--- src/rtl/irf_window_seq_if.sv ---
// rtl/irf_window_seq_if.sv - request/strobe bundle between core threads and the window sequencer
//
// Purpose: carries the per-thread window-change requests into irf_window_seq and
// the register-file strobes, acks, busy flags and CWP values back out.
// Signals:
//   req_vld[3:0]       per-thread request valid, held until ack
//   req_op[7:0]        2-bit op per thread (01 SAVE, 10 RESTORE, 11 WRCWP, 00 no-op)
//   req_cwp[11:0]      3-bit WRCWP target per thread
//   ack[3:0]           one-cycle one-hot completion pulse
//   busy_th[3:0]       thread's live window is in transition
//   save, save_addr    register-file save strobe and {tid, old_cwp}
//   restore, restore_addr  register-file restore strobe and {tid, new_cwp}
//   cwp[11:0]          current window pointer per thread
// Modports: master = core side (drives requests), slave = sequencer.
interface irf_window_seq_if;
  logic [3:0]  req_vld;
  logic [7:0]  req_op;
  logic [11:0] req_cwp;
  logic [3:0]  ack;
  logic [3:0]  busy_th;
  logic        save;
  logic [4:0]  save_addr;
  logic        restore;
  logic [4:0]  restore_addr;
  logic [11:0] cwp;

  modport master (
    output req_vld, req_op, req_cwp,
    input  ack, busy_th, save, save_addr, restore, restore_addr, cwp
  );

  modport slave (
    input  req_vld, req_op, req_cwp,
    output ack, busy_th, save, save_addr, restore, restore_addr, cwp
  );
endinterface

--- src/rtl/irf_window_seq.sv ---
// rtl/irf_window_seq.sv - register-window change sequencer for the 4-thread integer register file
//
// Purpose: round-robin arbitrates SAVE / RESTORE / WRCWP requests from 4 threads,
// issues a one-cycle save of the old window then a one-cycle restore of the new
// window, updates that thread's CWP and pulses ack. The owning thread is flagged
// busy from the save cycle through the ack cycle.
// Ports:
//   clk    core clock, all state on posedge
//   rst_l  asynchronous active-low reset
//   bus    irf_window_seq_if.slave (requests in; strobes, acks, busy, cwp out)
// Parameters:
//   NWIN     windows per thread (power of two, <= 8); CWP arithmetic is modulo NWIN
//   RST_CWP  CWP loaded into every thread at reset
module irf_window_seq #(
  parameter int NWIN    = 8,
  parameter int RST_CWP = 0
) (
  input  logic              clk,
  input  logic              rst_l,
  irf_window_seq_if.slave   bus
);

  localparam logic [2:0] CWP_MASK = 3'(NWIN - 1);
  localparam logic [2:0] CWP_RST  = 3'(RST_CWP) & CWP_MASK;

  typedef enum logic [1:0] {
    ST_IDLE    = 2'd0,
    ST_SAVE    = 2'd1,
    ST_RESTORE = 2'd2,
    ST_ACK     = 2'd3
  } state_t;

  state_t      r_state;
  logic [1:0]  r_ptr;
  logic [1:0]  r_tid;
  logic [2:0]  r_new_cwp;
  logic [2:0]  r_cwp [4];
  logic [3:0]  r_ack;
  logic [3:0]  r_busy;
  logic        r_save;
  logic        r_restore;
  logic [4:0]  r_save_addr;
  logic [4:0]  r_restore_addr;

  logic        w_gnt_vld;
  logic [1:0]  w_gnt_tid;
  logic [1:0]  w_op;
  logic [2:0]  w_cur_cwp;
  logic [2:0]  w_req_cwp;
  logic [2:0]  w_new_cwp;
  logic        w_no_change;

  // Scan from the highest offset down so the requester closest to the pointer
  // is the last (winning) assignment.
  always_comb begin
    w_gnt_vld = 1'b0;
    w_gnt_tid = r_ptr;
    for (int i = 3; i >= 0; i--) begin
      if (bus.req_vld[r_ptr + 2'(i)]) begin
        w_gnt_vld = 1'b1;
        w_gnt_tid = r_ptr + 2'(i);
      end
    end
  end

  always_comb begin
    w_op      = bus.req_op[{w_gnt_tid, 1'b0} +: 2];
    w_cur_cwp = r_cwp[w_gnt_tid];
    w_req_cwp = bus.req_cwp[{2'b00, w_gnt_tid} * 4'd3 +: 3];
    case (w_op)
      2'b01:   w_new_cwp = (w_cur_cwp + 3'd1) & CWP_MASK;
      2'b10:   w_new_cwp = (w_cur_cwp - 3'd1) & CWP_MASK;
      2'b11:   w_new_cwp = w_req_cwp & CWP_MASK;
      default: w_new_cwp = w_cur_cwp;
    endcase
    // Nothing to move: skip the save/restore pair and ack straight away.
    w_no_change = (w_op == 2'b00) || (w_new_cwp == w_cur_cwp);
  end

  always_ff @(posedge clk or negedge rst_l) begin
    if (!rst_l) begin
      r_state        <= ST_IDLE;
      r_ptr          <= 2'd0;
      r_tid          <= 2'd0;
      r_new_cwp      <= 3'd0;
      r_ack          <= 4'b0000;
      r_busy         <= 4'b0000;
      r_save         <= 1'b0;
      r_restore      <= 1'b0;
      r_save_addr    <= 5'd0;
      r_restore_addr <= 5'd0;
      for (int t = 0; t < 4; t++) r_cwp[t] <= CWP_RST;
    end else begin
      case (r_state)
        ST_IDLE: begin
          if (w_gnt_vld) begin
            r_tid     <= w_gnt_tid;
            r_new_cwp <= w_new_cwp;
            r_ptr     <= w_gnt_tid + 2'd1;
            r_busy    <= 4'b0001 << w_gnt_tid;
            if (w_no_change) begin
              r_ack   <= 4'b0001 << w_gnt_tid;
              r_state <= ST_ACK;
            end else begin
              r_save      <= 1'b1;
              r_save_addr <= {w_gnt_tid, w_cur_cwp};
              r_state     <= ST_SAVE;
            end
          end
        end
        ST_SAVE: begin
          // save_addr is left untouched so the register file can sample it
          // one cycle late, during RESTORE.
          r_save         <= 1'b0;
          r_restore      <= 1'b1;
          r_restore_addr <= {r_tid, r_new_cwp};
          r_state        <= ST_RESTORE;
        end
        ST_RESTORE: begin
          r_restore    <= 1'b0;
          r_cwp[r_tid] <= r_new_cwp;
          r_ack        <= 4'b0001 << r_tid;
          r_state      <= ST_ACK;
        end
        ST_ACK: begin
          r_ack   <= 4'b0000;
          r_busy  <= 4'b0000;
          r_state <= ST_IDLE;
        end
        default: r_state <= ST_IDLE;
      endcase
    end
  end

  assign bus.ack          = r_ack;
  assign bus.busy_th      = r_busy;
  assign bus.save         = r_save;
  assign bus.save_addr    = r_save_addr;
  assign bus.restore      = r_restore;
  assign bus.restore_addr = r_restore_addr;
  assign bus.cwp          = {r_cwp[3], r_cwp[2], r_cwp[1], r_cwp[0]};

  // A thread raising a new request while its window is still in transition.
  a_req_while_busy: assert property (@(posedge clk) disable iff (!rst_l)
    ((bus.req_vld & ~$past(bus.req_vld) & bus.busy_th) == 4'b0000));

endmodule

--- src/flat_wrapper.sv ---
// flat-port wrapper written by rule: the top's interface ports become plain ports
module irf_window_seq_flat 
#(
  parameter int NWIN    = 8,
  parameter int RST_CWP = 0
)
  (clk, rst_l, bus_req_vld, bus_req_op, bus_req_cwp, bus_ack, bus_busy_th, bus_save, bus_save_addr, bus_restore, bus_restore_addr, bus_cwp);
  irf_window_seq_if bus_i ();
  input  logic clk;
  input  logic rst_l;
  input wire logic [$bits(bus_i.req_vld)-1:0] bus_req_vld;
  input wire logic [$bits(bus_i.req_op)-1:0] bus_req_op;
  input wire logic [$bits(bus_i.req_cwp)-1:0] bus_req_cwp;
  output wire logic [$bits(bus_i.ack)-1:0] bus_ack;
  output wire logic [$bits(bus_i.busy_th)-1:0] bus_busy_th;
  output wire logic [$bits(bus_i.save)-1:0] bus_save;
  output wire logic [$bits(bus_i.save_addr)-1:0] bus_save_addr;
  output wire logic [$bits(bus_i.restore)-1:0] bus_restore;
  output wire logic [$bits(bus_i.restore_addr)-1:0] bus_restore_addr;
  output wire logic [$bits(bus_i.cwp)-1:0] bus_cwp;
  assign bus_i.req_vld = bus_req_vld;
  assign bus_i.req_op = bus_req_op;
  assign bus_i.req_cwp = bus_req_cwp;
  assign bus_ack = bus_i.ack;
  assign bus_busy_th = bus_i.busy_th;
  assign bus_save = bus_i.save;
  assign bus_save_addr = bus_i.save_addr;
  assign bus_restore = bus_i.restore;
  assign bus_restore_addr = bus_i.restore_addr;
  assign bus_cwp = bus_i.cwp;
  irf_window_seq #(.NWIN(NWIN), .RST_CWP(RST_CWP)) u_core (.clk(clk), .rst_l(rst_l), .bus(bus_i));
endmodule
--- config.mk ---
export PLATFORM = sky130hd
export DESIGN_NAME = irf_window_seq_flat
export DESIGN_NICKNAME = d
export VERILOG_FILES = /design/src/rtl/irf_window_seq_if.sv /design/src/rtl/irf_window_seq.sv /design/src/flat_wrapper.sv
export SDC_FILE = /design/constraint.sdc
export NUM_CORES = 1
export LEC_CHECK = 0
export CELL_PAD_IN_SITES_DETAIL_PLACEMENT = 0
export CELL_PAD_IN_SITES_GLOBAL_PLACEMENT = 1
export CORE_MARGIN = 3
export CORE_UTILIZATION = 38
export DETAILED_ROUTE_END_ITERATION = 12
export PLACE_DENSITY = 0.87
export SYNTH_ARGS = -nofsm -noshare
export SYNTH_HDL_FRONTEND = slang
export SYNTH_SLANG_ARGS = --single-unit
export TNS_END_PERCENT = 20
--- constraint.sdc ---
create_clock -name clk -period 4.1 [get_ports clk]
set_input_delay 0.82 -clock clk [delete_from_list [all_inputs] [get_ports clk]]
set_output_delay 0.82 -clock clk [all_outputs]
set_load 0.005 [all_outputs]
==> results of run 1 <==
sequential cells by signal, indices dropped and copies added, names as in the netlist:
name / cells
u_core.r_ptr: 2
u_core.bus.save_addr: 5
u_core.r_state: 2
u_core.r_tid: 2
u_core.bus.ack: 4
u_core.bus.busy_th: 4
u_core.r_new_cwp: 3
u_core.bus.restore: 1
u_core.bus.cwp: 12
u_core.bus.restore_addr: 5
u_core.bus.save: 1
layer usage:
metal,vias up,global-route usage,part of all wire
li1,1001,-,-
met1,984,0.243,0.48
met2,53,0.269,0.46
met3,6,0.0417,0.057
met4,0,0.0374,0.0079
met5,-,0,0
what timing repair did:
| action | 4_1_cts | 5_1_grt |
|---|---|---|
| setup endpoints to repair | 11 | 11 |
| gates resized for setup | 10 | 3 |
| setup buffers | 1 | 1 |
| pin swaps | 3 | 3 |
cell usage after synthesis, types with 2 or more instances:
library cell | count | area, um^2
a211oi_1 | 4 | 30.0
a21boi_0 | 2 | 15.0
a21oi_1 | 14 | 70.1
a22o_1 | 8 | 70.1
a22oi_2 | 2 | 25.0
a2bb2oi_1 | 2 | 17.5
and2_1 | 2 | 12.5
buf_4 | 2 | 15.0
clkbuf_1 | 4 | 15.0
dfrtp_1 | 41 | 1030
ha_1 | 12 | 150
inv_1 | 10 | 37.5
mux2_2 | 22 | 248
mux2i_1 | 2 | 20.0
mux4_2 | 3 | 67.6
nand2_1 | 31 | 116
nand2b_1 | 3 | 18.8
nand3_1 | 5 | 25.0
nor2_1 | 9 | 33.8
nor2b_1 | 2 | 12.5
nor3_1 | 6 | 30.0
nor3b_1 | 2 | 15.0
o211ai_1 | 2 | 15.0
o21ai_0 | 15 | 75.1
xnor2_1 | 2 | 17.5
worst max-delay path, delay by kind of cell:
family | cells | cell delay, ns
buf+inv | 5 | 0.81
xor+xnor | 1 | 0.17
fa+ha+maj | 1 | 0.47
compound gates | 6 | 1.01
simple gates | 4 | 0.82
how the worst max path moves through the flow:
stage	slack, ns	endpoint
floorplan	0.07	u_core.bus.save_addr[0]$_DFFE_PN0P_
CTS	0.11	u_core.bus.save$_DFFE_PN0P_
finish	0.19	u_core.bus.save$_DFFE_PN0P_
global route	0.007	u_core.bus.save_addr[3]$_DFFE_PN0P_
detailed placement	-0.61	u_core.bus.save_addr[2]$_DFFE_PN0P_
global placement	-0.46	u_core.bus.save_addr[0]$_DFFE_PN0P_
cells in the final DEF, fill, tap and decap left out, types with 4 or more instances in the layout:
cell / synthesis / final
nand3_1: 5 / 5
dfrtp_1: 41 / 41
nor2_1: 9 / 9
clkdlybuf4s50_1: 0 / 52
mux2_2: 22 / 22
a21oi_1: 14 / 14
nand2_1: 31 / 31
buf_4: 2 / 29
clkbuf_8: 0 / 5
nor3_1: 6 / 5
inv_1: 10 / 10
o21ai_0: 15 / 15
ha_1: 12 / 11
a211oi_1: 4 / 4
a22o_1: 8 / 8
cell type report:
class	instances	area, um^2	share of cell area
clock inverters	3	46.3	0.0137
flip-flops and latches	41	1030	0.303
inverters	12	47.5	0.0140
repair buffers	87	793	0.234
multi-input cells	168	1320	0.388
clock buffers	5	68.8	0.0203
well taps	75	93.8	0.0277
cells by family (layout without fill, tap and decap cells):
logic type | after synthesis | in the layout | synth area share
buffers and inverters | 19 | 107 | 0.0373
xor gates and xnor gates | 2 | 2 | 0.00736
DFF | 41 | 41 | 0.431
and+or+nand+nor | 69 | 69 | 0.147
AOI/OAI and AO/OA | 57 | 57 | 0.165
adders and majority gates | 13 | 13 | 0.0715
muxes | 27 | 27 | 0.141
through the flow:
stage,instances,hold slack (ns)
after global routing,391,0.546
after global placement,381,0.468
after detailed placement,381,0.476
after floorplan,228,0.476
after CTS,390,0.497
final,391,0.491
power groups by stage:
stage / combinational [uW] / clock (uW) / sequential (uW)
final: 2000 / 332 / 759
after global routing: 2220 / 357 / 791
after CTS: 2010 / 336 / 762
after detailed placement: 1910 / 0 / 765
after global placement: 1870 / 0 / 764
after floorplan: 1140 / 0 / 735
==> results.yml, run 1 <==
cts:
  cts.sinks: 41
  cts.path.max_buffers: 2
  hold_buffers: 0
  numCtsBuffers: 5
  cts-root-buf: "clkbuf_8"
  htreeDepth: 2
  clk_latency_ns: 0.30
  tritoncts: "yes"
  clk_pin_slew_ns: 0.08
die:
  die_height_um: 85.1
  dieWidth_um: 85.1
  start_util: 0.397
  row_count: 28
  core_mm2: 0.00599
  io_pins: 58
  dieArea_mm2: 0.00725
setup_path:
  cp.required_ns: 4.31
  cp.arrival_ns: 4.12
  slowest_stage: "or4_1"
  path_common_cell: "buf_4"
  rr_worst_depth: 16
  timing.rr.start: "u_core.r_ptr[1]$_DFFE_PN0P_"
  rrSetupSlack_ns: 0.58
  worstSetupPathType: "primary input to flip-flop"
  crit_path_max_fanout: 6
  path_cells: "dlygate4sd2_1, buf_4, nor2_1, a2bb2oi_2, o221a_2, inv_4, buf_4, a21oi_1, a22oi_2, fa_1, xnor2_2, nand2_1, o211a_1, nor4_4, buf_4, or4_1, o221ai_1"
  end_kind: "flip-flop"
  startpoint_type: "primary input"
  r2r_end: "u_core.bus.save$_DFFE_PN0P_"
  crit_start: "bus_req_vld[0]"
  slowest_delay_ns: 0.50
placed_design:
  place_area_mm2: 0.00321
  finalWeightedCongestion: 0.827
  io_buffers: 57
  place_hpwl_mm: 4.65
  place_ws_ns: -0.612
global_route:
  antenna_found_initial: 0
  grt_first_pass_wirelength_mm: 10.0
  grt_pass1_vias: 2095
  gr-total-overflow: 0
  grt_usage: 0.172
  grt_start_max_net_pins: 42
yosys:
  async_reset_ff_frac: 1.00
  synth-edff-count: 0
  ys_ff_latch: 41
  syn-instance-count: 228
  syn_area_mm2: 0.00238
  synthFlopType: "dfrtp_1"
  avgSynthCellArea_um2: 10.4
  synth_sequential_area_ratio: 0.431
  synth.distinct_cells: 46
  syn_nets: 267
  yosysWarnings: 0
sta:
  finalClockSkew_ns: 0.00390
  fin_crit_sh: 0.954
  rsz0062_at_grt: "false"
  fin_crit_ns: 3.91
  final.setup.worst_slack_ns: 0.188
  finalSetupTns_ns: 0
  setup_violations: 0
  fmax_mhz: 256
  hold_viol_final: 0
  slew_viol_final: 0
  worst_pin_slew_ns: 0.905
  slew_headroom: 0.397
detailed_routing:
  dr_total_vias: 2044
  drt_iter0_markers: 99
  wl_per_cell_um: 15.3
  ant_nets: 0
  wirelength_mm: 5.97
  viasPerCell: 5.23
  drc: 0
  dr.pass1.iters: 4
power_and_ir_drop:
  ir_drop_mv: 0.432
  clkPwrFrac: 0.107
  swShare: 0.391
  p_total_uw: 3090
  p_seq_frac: 0.245
  p_switching_uw: 1210
  cellLeakagePower_uw: 0.00152
  power_density_mw_per_mm2: 912
  p_comb_frac: 0.647
  intPower_uw: 1880
hold_path:
  hold_path.class: "flip-flop to flip-flop"
  whs_endpoint: "u_core.bus.restore$_DFFE_PN0P_"
  whs_path_depth: 2
  min_from: "u_core.bus.restore$_DFFE_PN0P_"
cells_and_area:
  area_growth_pct: 42.5
  fin_util: 0.566
  fin_area_mm2: 0.00339
  layout.nets: 354
  n_antenna_cell: 0
  final_layout_size_suffix_gt1_frac: 0.250
  fillers: 537
run:
  cap_violations: 0
outcome:
  status: "completed"
No activity file was read; power rests on OpenSTA's default activity.
==> run 2: changes to the inputs <==
--- a/config.mk
+++ b/config.mk
@@ -7,10 +7,12 @@
 export LEC_CHECK = 0
 export CELL_PAD_IN_SITES_DETAIL_PLACEMENT = 0
 export CELL_PAD_IN_SITES_GLOBAL_PLACEMENT = 1
+export CORE_ASPECT_RATIO = 2
 export CORE_MARGIN = 3
 export CORE_UTILIZATION = 38
 export DETAILED_ROUTE_END_ITERATION = 12
 export PLACE_DENSITY = 0.87
+export SETUP_SLACK_MARGIN = 0.3
 export SYNTH_ARGS = -nofsm -noshare
 export SYNTH_HDL_FRONTEND = slang
 export SYNTH_SLANG_ARGS = --single-unit
==> results.yml, run 2 (synthesized netlist as in run 1, its figures left out) <==
setup_path:
  rr_worst_depth: 17
  slowest_delay_ns: 0.44
  slowest_stage: "fa_2"
  rrSetupSlack_ns: 0.64
  r2r_end: "u_core.bus.save_addr[0]$_DFFE_PN0P_"
  worstSetupPathType: "primary input to flip-flop"
  end_kind: "flip-flop"
  cp.arrival_ns: 3.86
  timing.rr.start: "u_core.r_ptr[1]$_DFFE_PN0P_"
  cp.required_ns: 4.27
  path_cells: "buf_4, and3b_2, a2111oi_4, or2_4, inv_4, nand2_2, nand3_2, and2_4, inv_4, ha_4, fa_2, a22oi_2, xnor2_2, nor4_4, buf_4, nor3_4, buf_6, mux2_2"
  startpoint_type: "primary input"
  crit_path_max_fanout: 6
sta:
  fin_crit_ns: 3.69
  rsz0062_at_grt: "true"
  worst_pin_slew_ns: 0.924
  slew_headroom: 0.384
  fin_crit_sh: 0.899
  slew_viol_final: 0
  final.setup.worst_slack_ns: 0.413
  holdWs_ns: 0.489
  setup_violations: 0
  finalClockSkew_ns: 0.00514
  fmax_mhz: 271
  hold_viol_final: 0
hold_path:
  whs_path_depth: 2
  min_from: "u_core.bus.restore$_DFFE_PN0P_"
  whs_endpoint: "u_core.bus.restore$_DFFE_PN0P_"
  hold_path.class: "flip-flop to flip-flop"
die:
  io_pins: 58
  dieArea_mm2: 0.00731
  start_util: 0.393
  die_height_um: 118
  dieWidth_um: 62.0
  row_count: 40
  core_mm2: 0.00606
detailed_routing:
  drc: 0
  wl_per_cell_um: 15.9
  dr.pass1.iters: 4
  dr_total_vias: 2154
  ant_nets: 0
  viasPerCell: 5.25
  drt_iter0_markers: 66
  wirelength_mm: 6.53
power_and_ir_drop:
  p_comb_frac: 0.662
  power_density_mw_per_mm2: 951
  p_switching_uw: 1300
  p_seq_frac: 0.225
  clkPwrFrac: 0.114
  intPower_uw: 2100
  swShare: 0.384
  p_total_uw: 3400
  cellLeakagePower_uw: 0.00159
  ir_drop_mv: 0.494
cells_and_area:
  final_cell_mix: "clkdlybuf4s50_1 (52), dfrtp_1 (41), buf_4 (38)"
  fillers: 524
  mostFrequentLayoutCell: "clkdlybuf4s50_1"
  final_cells: 410
  final_layout_size_suffix_gt1_frac: 0.319
  n_antenna_cell: 0
  layout.nets: 365
  area_growth_pct: 50.3
  largest_reg_flops: 12
global_route:
  gr-total-overflow: 0
  grt_pass1_vias: 2314
  grt_start_max_net_pins: 42
  grt_usage: 0.206
  antenna_found_initial: 0
  grt_first_pass_wirelength_mm: 11.2
placed_design:
  finalWeightedCongestion: 0.844
  place_ws_ns: -0.433
  place_hpwl_mm: 5.05
  io_buffers: 57
  placedCellCount: 394
cts:
  numCtsBuffers: 5
  cts.sinks: 41
  tritoncts: "yes"
  htreeDepth: 2
  clk_pin_slew_ns: 0.06
  cts.path.max_buffers: 2
  clk_latency_ns: 0.28
  cts-root-buf: "clkbuf_16"
  hold_buffers: 0
run:
  cap_violations: 0
outcome:
  status: "completed"
==> run 2: stage by stage <==
step	TNS [ns]	utilization	area [um^2]
6_report	0	0.590	3580
5_1_grt	0	0.590	3580
4_1_cts	0	0.582	3530
3_5_place_dp	-4.20	0.540	3270
3_3_place_gp	-3.08	0.540	3270
2_1_floorplan	0	-	2410
==> run 2: power groups by stage <==
stage	Clock [uW]	Combinational [uW]	Sequential, uW
2_1_floorplan	0	1200	735
3_3_place_gp	0	1970	763
3_5_place_dp	0	2010	770
4_1_cts	399	2190	766
5_1_grt	414	2480	794
6_report	387	2250	764
==> run 2: routing by layer <==
| metal | routed length [um] | track usage |
|---|---|---|
| met2 | 3600 | 0.345 |
| met4 | 390 | 0.122 |
| met5 | 0 | 0 |
| met1 | 2290 | 0.220 |
| met3 | 256 | 0.0439 |
==> run 2: worst max path at each step <==
stage / start / endpoint / slack (ns) / cells past startpoint
3_5_place_dp: bus_req_vld[0] / u_core.bus.ack[2]$_DFFE_PN0P_ / -0.43 / 16
3_3_place_gp: bus_req_vld[0] / u_core.bus.save_addr[2]$_DFFE_PN0P_ / -0.30 / 16
6_report: bus_req_vld[0] / u_core.bus.save_addr[0]$_DFFE_PN0P_ / 0.41 / 18
4_1_cts: bus_req_vld[2] / u_core.bus.save_addr[1]$_DFFE_PN0P_ / 0.31 / 17
5_1_grt: bus_req_vld[0] / u_core.bus.save_addr[4]$_DFFE_PN0P_ / 0.28 / 18
2_1_floorplan: bus_req_vld[0] / u_core.bus.ack[2]$_DFFE_PN0P_ / 0.26 / 16
==> run 2: what timing repair did <==
item | 4_1_cts | 5_1_grt
hold endpoints to repair | 0 | 0
gates resized for setup | 30 | 14
pin swaps | 12 | 11
buffers inserted | 6 | 3
setup endpoints to repair | 11 | 11
==> run 2: final cells by class <==
cell class / count / area, um^2 / area share
Tap cell: 84 / 105 / 0.0294
Multi-Input combinational cell: 168 / 1380 / 0.385
Sequential cell: 41 / 1030 / 0.287
Timing Repair Buffer: 98 / 871 / 0.244
Clock inverter: 1 / 7.51 / 0.00210
Clock buffer: 6 / 139 / 0.0388
Inverter: 12 / 52.6 / 0.0147
==> run 2: worst max-delay path: cells and delay by family <==
kind	cells	cell delay (ns)
AOI/OAI and AO/OA	2	0.48
xor gates and xnor gates	1	0.17
adders and majority gates	2	0.58
buffers and inverters	5	0.56
muxes	1	0.33
and+or+nand+nor	7	0.92
==> run 3: changes to the inputs <==
--- a/config.mk
+++ b/config.mk
@@ -8,7 +8,6 @@
 export CELL_PAD_IN_SITES_DETAIL_PLACEMENT = 0
 export CELL_PAD_IN_SITES_GLOBAL_PLACEMENT = 1
 export CORE_ASPECT_RATIO = 2
-export CORE_MARGIN = 3
 export CORE_UTILIZATION = 38
 export DETAILED_ROUTE_END_ITERATION = 12
 export PLACE_DENSITY = 0.87
==> results.yml, run 3 (synthesized netlist as in run 1, its figures left out) <==
global_route:
  grt_usage: 0.222
  grt_first_pass_wirelength_mm: 11.0
  grt_pass1_vias: 2354
  grt_start_max_net_pins: 42
  gr-total-overflow: 0
  antenna_found_initial: 0
cells_and_area:
  area_growth_pct: 51.7
  largest_reg_flops: 12
  final_cell_mix: "clkdlybuf4s50_1 (52), dfrtp_1 (41), buf_4 (38)"
  fillers: 507
  layout.nets: 367
  mostFrequentLayoutCell: "clkdlybuf4s50_1"
  final_layout_size_suffix_gt1_frac: 0.326
  n_antenna_cell: 0
  final_cells: 391
detailed_routing:
  drc: 1
  dr_total_vias: 2202
  wl_per_cell_um: 17.7
  ant_nets: 0
  wirelength_mm: 6.94
  viasPerCell: 5.63
  dr.pass1.iters: 10
  drt_iter0_markers: 58
setup_path:
  cp.arrival_ns: 3.87
  timing.rr.start: "u_core.r_ptr[1]$_DFFE_PN0P_"
  slowest_stage: "fa_2"
  cp.required_ns: 4.27
  crit_path_max_fanout: 6
  path_cells: "buf_2, nor2b_4, o21a_1, or2_4, buf_6, nand2_1, nand3_1, and2_4, ha_4, fa_2, a22oi_2, xnor2_2, nor4_4, nor3_4, buf_12, mux2_4"
  startpoint_type: "primary input"
  worstSetupPathType: "primary input to flip-flop"
  end_kind: "flip-flop"
  critPathTopFamily: "simple AND/OR/NAND/NOR gates"
  rr_worst_depth: 14
  r2r_end: "u_core.bus.save_addr[1]$_DFFE_PN0P_"
  rrSetupSlack_ns: 0.58
  crit_buf_inv: 3
  slowest_delay_ns: 0.44
sta:
  fin_crit_sh: 0.904
  rsz0062_at_grt: "false"
  fmax_mhz: 270
  slew_headroom: 0.380
  setup_violations: 0
  hold_viol_final: 0
  worst_pin_slew_ns: 0.930
  fin_crit_ns: 3.71
  finalClockSkew_ns: 0.00458
  slew_viol_final: 0
cts:
  clk_latency_ns: 0.28
  cts.path.max_buffers: 2
  tritoncts: "yes"
  cts-root-buf: "clkbuf_16"
  htreeDepth: 2
  clk_pin_slew_ns: 0.06
  cts.sinks: 41
  hold_buffers: 0
  numCtsBuffers: 5
die:
  core_mm2: 0.00601
  die_height_um: 114
  start_util: 0.396
  io_pins: 58
  dieWidth_um: 58.0
  row_count: 40
  dieArea_mm2: 0.00660
placed_design:
  io_buffers: 57
  placedCellCount: 371
  place_hpwl_mm: 5.10
  finalWeightedCongestion: 0.850
power_and_ir_drop:
  cellLeakagePower_uw: 0.00162
  power_density_mw_per_mm2: 1000
  p_total_uw: 3620
  ir_drop_mv: 0.497
run:
  cap_violations: 0
outcome:
  violations: "DRC"
  status: "finished with violations"
hold_path:
  whs_endpoint: "u_core.bus.restore$_DFFE_PN0P_"
  min_from: "u_core.bus.restore$_DFFE_PN0P_"
  hold_path.class: "flip-flop to flip-flop"
  whs_path_depth: 2
-- run 3: cell count changes in the layout (fill, tap and decap cells not counted), moves of 2 or more --
cell,previous run,this run
buf_12,0,3
buf_2,2,4
buf_6,4,2
o21ai_0,15,13
o21ai_1,0,2
-- run 3: cell type report --
type / instances / area [um^2] / area share
Sequential cell: 41 / 1030 / 0.284
Inverter: 12 / 52.6 / 0.0146
Tap cell: 63 / 78.8 / 0.0218
Clock buffer: 6 / 139 / 0.0385
Clock inverter: 1 / 7.51 / 0.00208
Timing Repair Buffer: 100 / 913 / 0.253
Multi-Input combinational cell: 168 / 1390 / 0.386
-- run 3: metrics by stage --
step	TNS [ns]	utilization	area (um^2)	hold slack, ns	worst slack [ns]
finish	0	0.601	3610	0.481	0.393
global route	0	0.601	3610	0.531	0.301
CTS	0	0.588	3530	0.487	0.316
detailed placement	-4.24	0.540	3240	0.472	-0.436
global placement	-3.25	0.540	3240	0.471	-0.330
floorplan	0	-	2410	0.476	0.256
-- run 3: tightest hold or removal path: cells and delay by family, from the launching register on --
kind | cells | cell delay [ns]
flip-flops | 1 | 0.34
AO/OA/AOI/OAI | 1 | 0.06
AND/OR/NAND/NOR | 1 | 0.05
-- run 3: how the worst max path moves through the flow --
stage | end | slack (ns) | startpoint | cells after the start
finish | u_core.bus.save_addr[1]$_DFFE_PN0P_ | 0.39 | bus_req_vld[2] | 16
global route | u_core.bus.save_addr[1]$_DFFE_PN0P_ | 0.30 | bus_req_vld[0] | 17
CTS | u_core.bus.save_addr[1]$_DFFE_PN0P_ | 0.32 | bus_req_vld[0] | 17
detailed placement | u_core.bus.ack[1]$_DFFE_PN0P_ | -0.44 | bus_req_vld[2] | 15
global placement | u_core.bus.save_addr[2]$_DFFE_PN0P_ | -0.33 | bus_req_vld[3] | 16
floorplan | u_core.bus.ack[2]$_DFFE_PN0P_ | 0.26 | bus_req_vld[0] | 16
-- run 3: routing by layer --
metal,vias up,wire [um],GRT usage
met1,1074,2390,0.212
met4,0,361,0.135
met3,31,271,0.0431
met2,76,3920,0.417
met5,-,0,0
li1,1021,-,-
-- run 3: repair_timing --
item / CTS / global route
pin swaps: 15 / 13
gates resized for setup: 29 / 16
endpoints found under the hold margin: 0 / 0
setup buffers: 9 / 4
endpoints found under the setup margin: 11 / 11
-- run 3: where the power goes --
group          internal [uW]  switching [uW]
Clock                    238             150
Sequential               599             176
Combinational           1380            1080
Total                   2210            1410
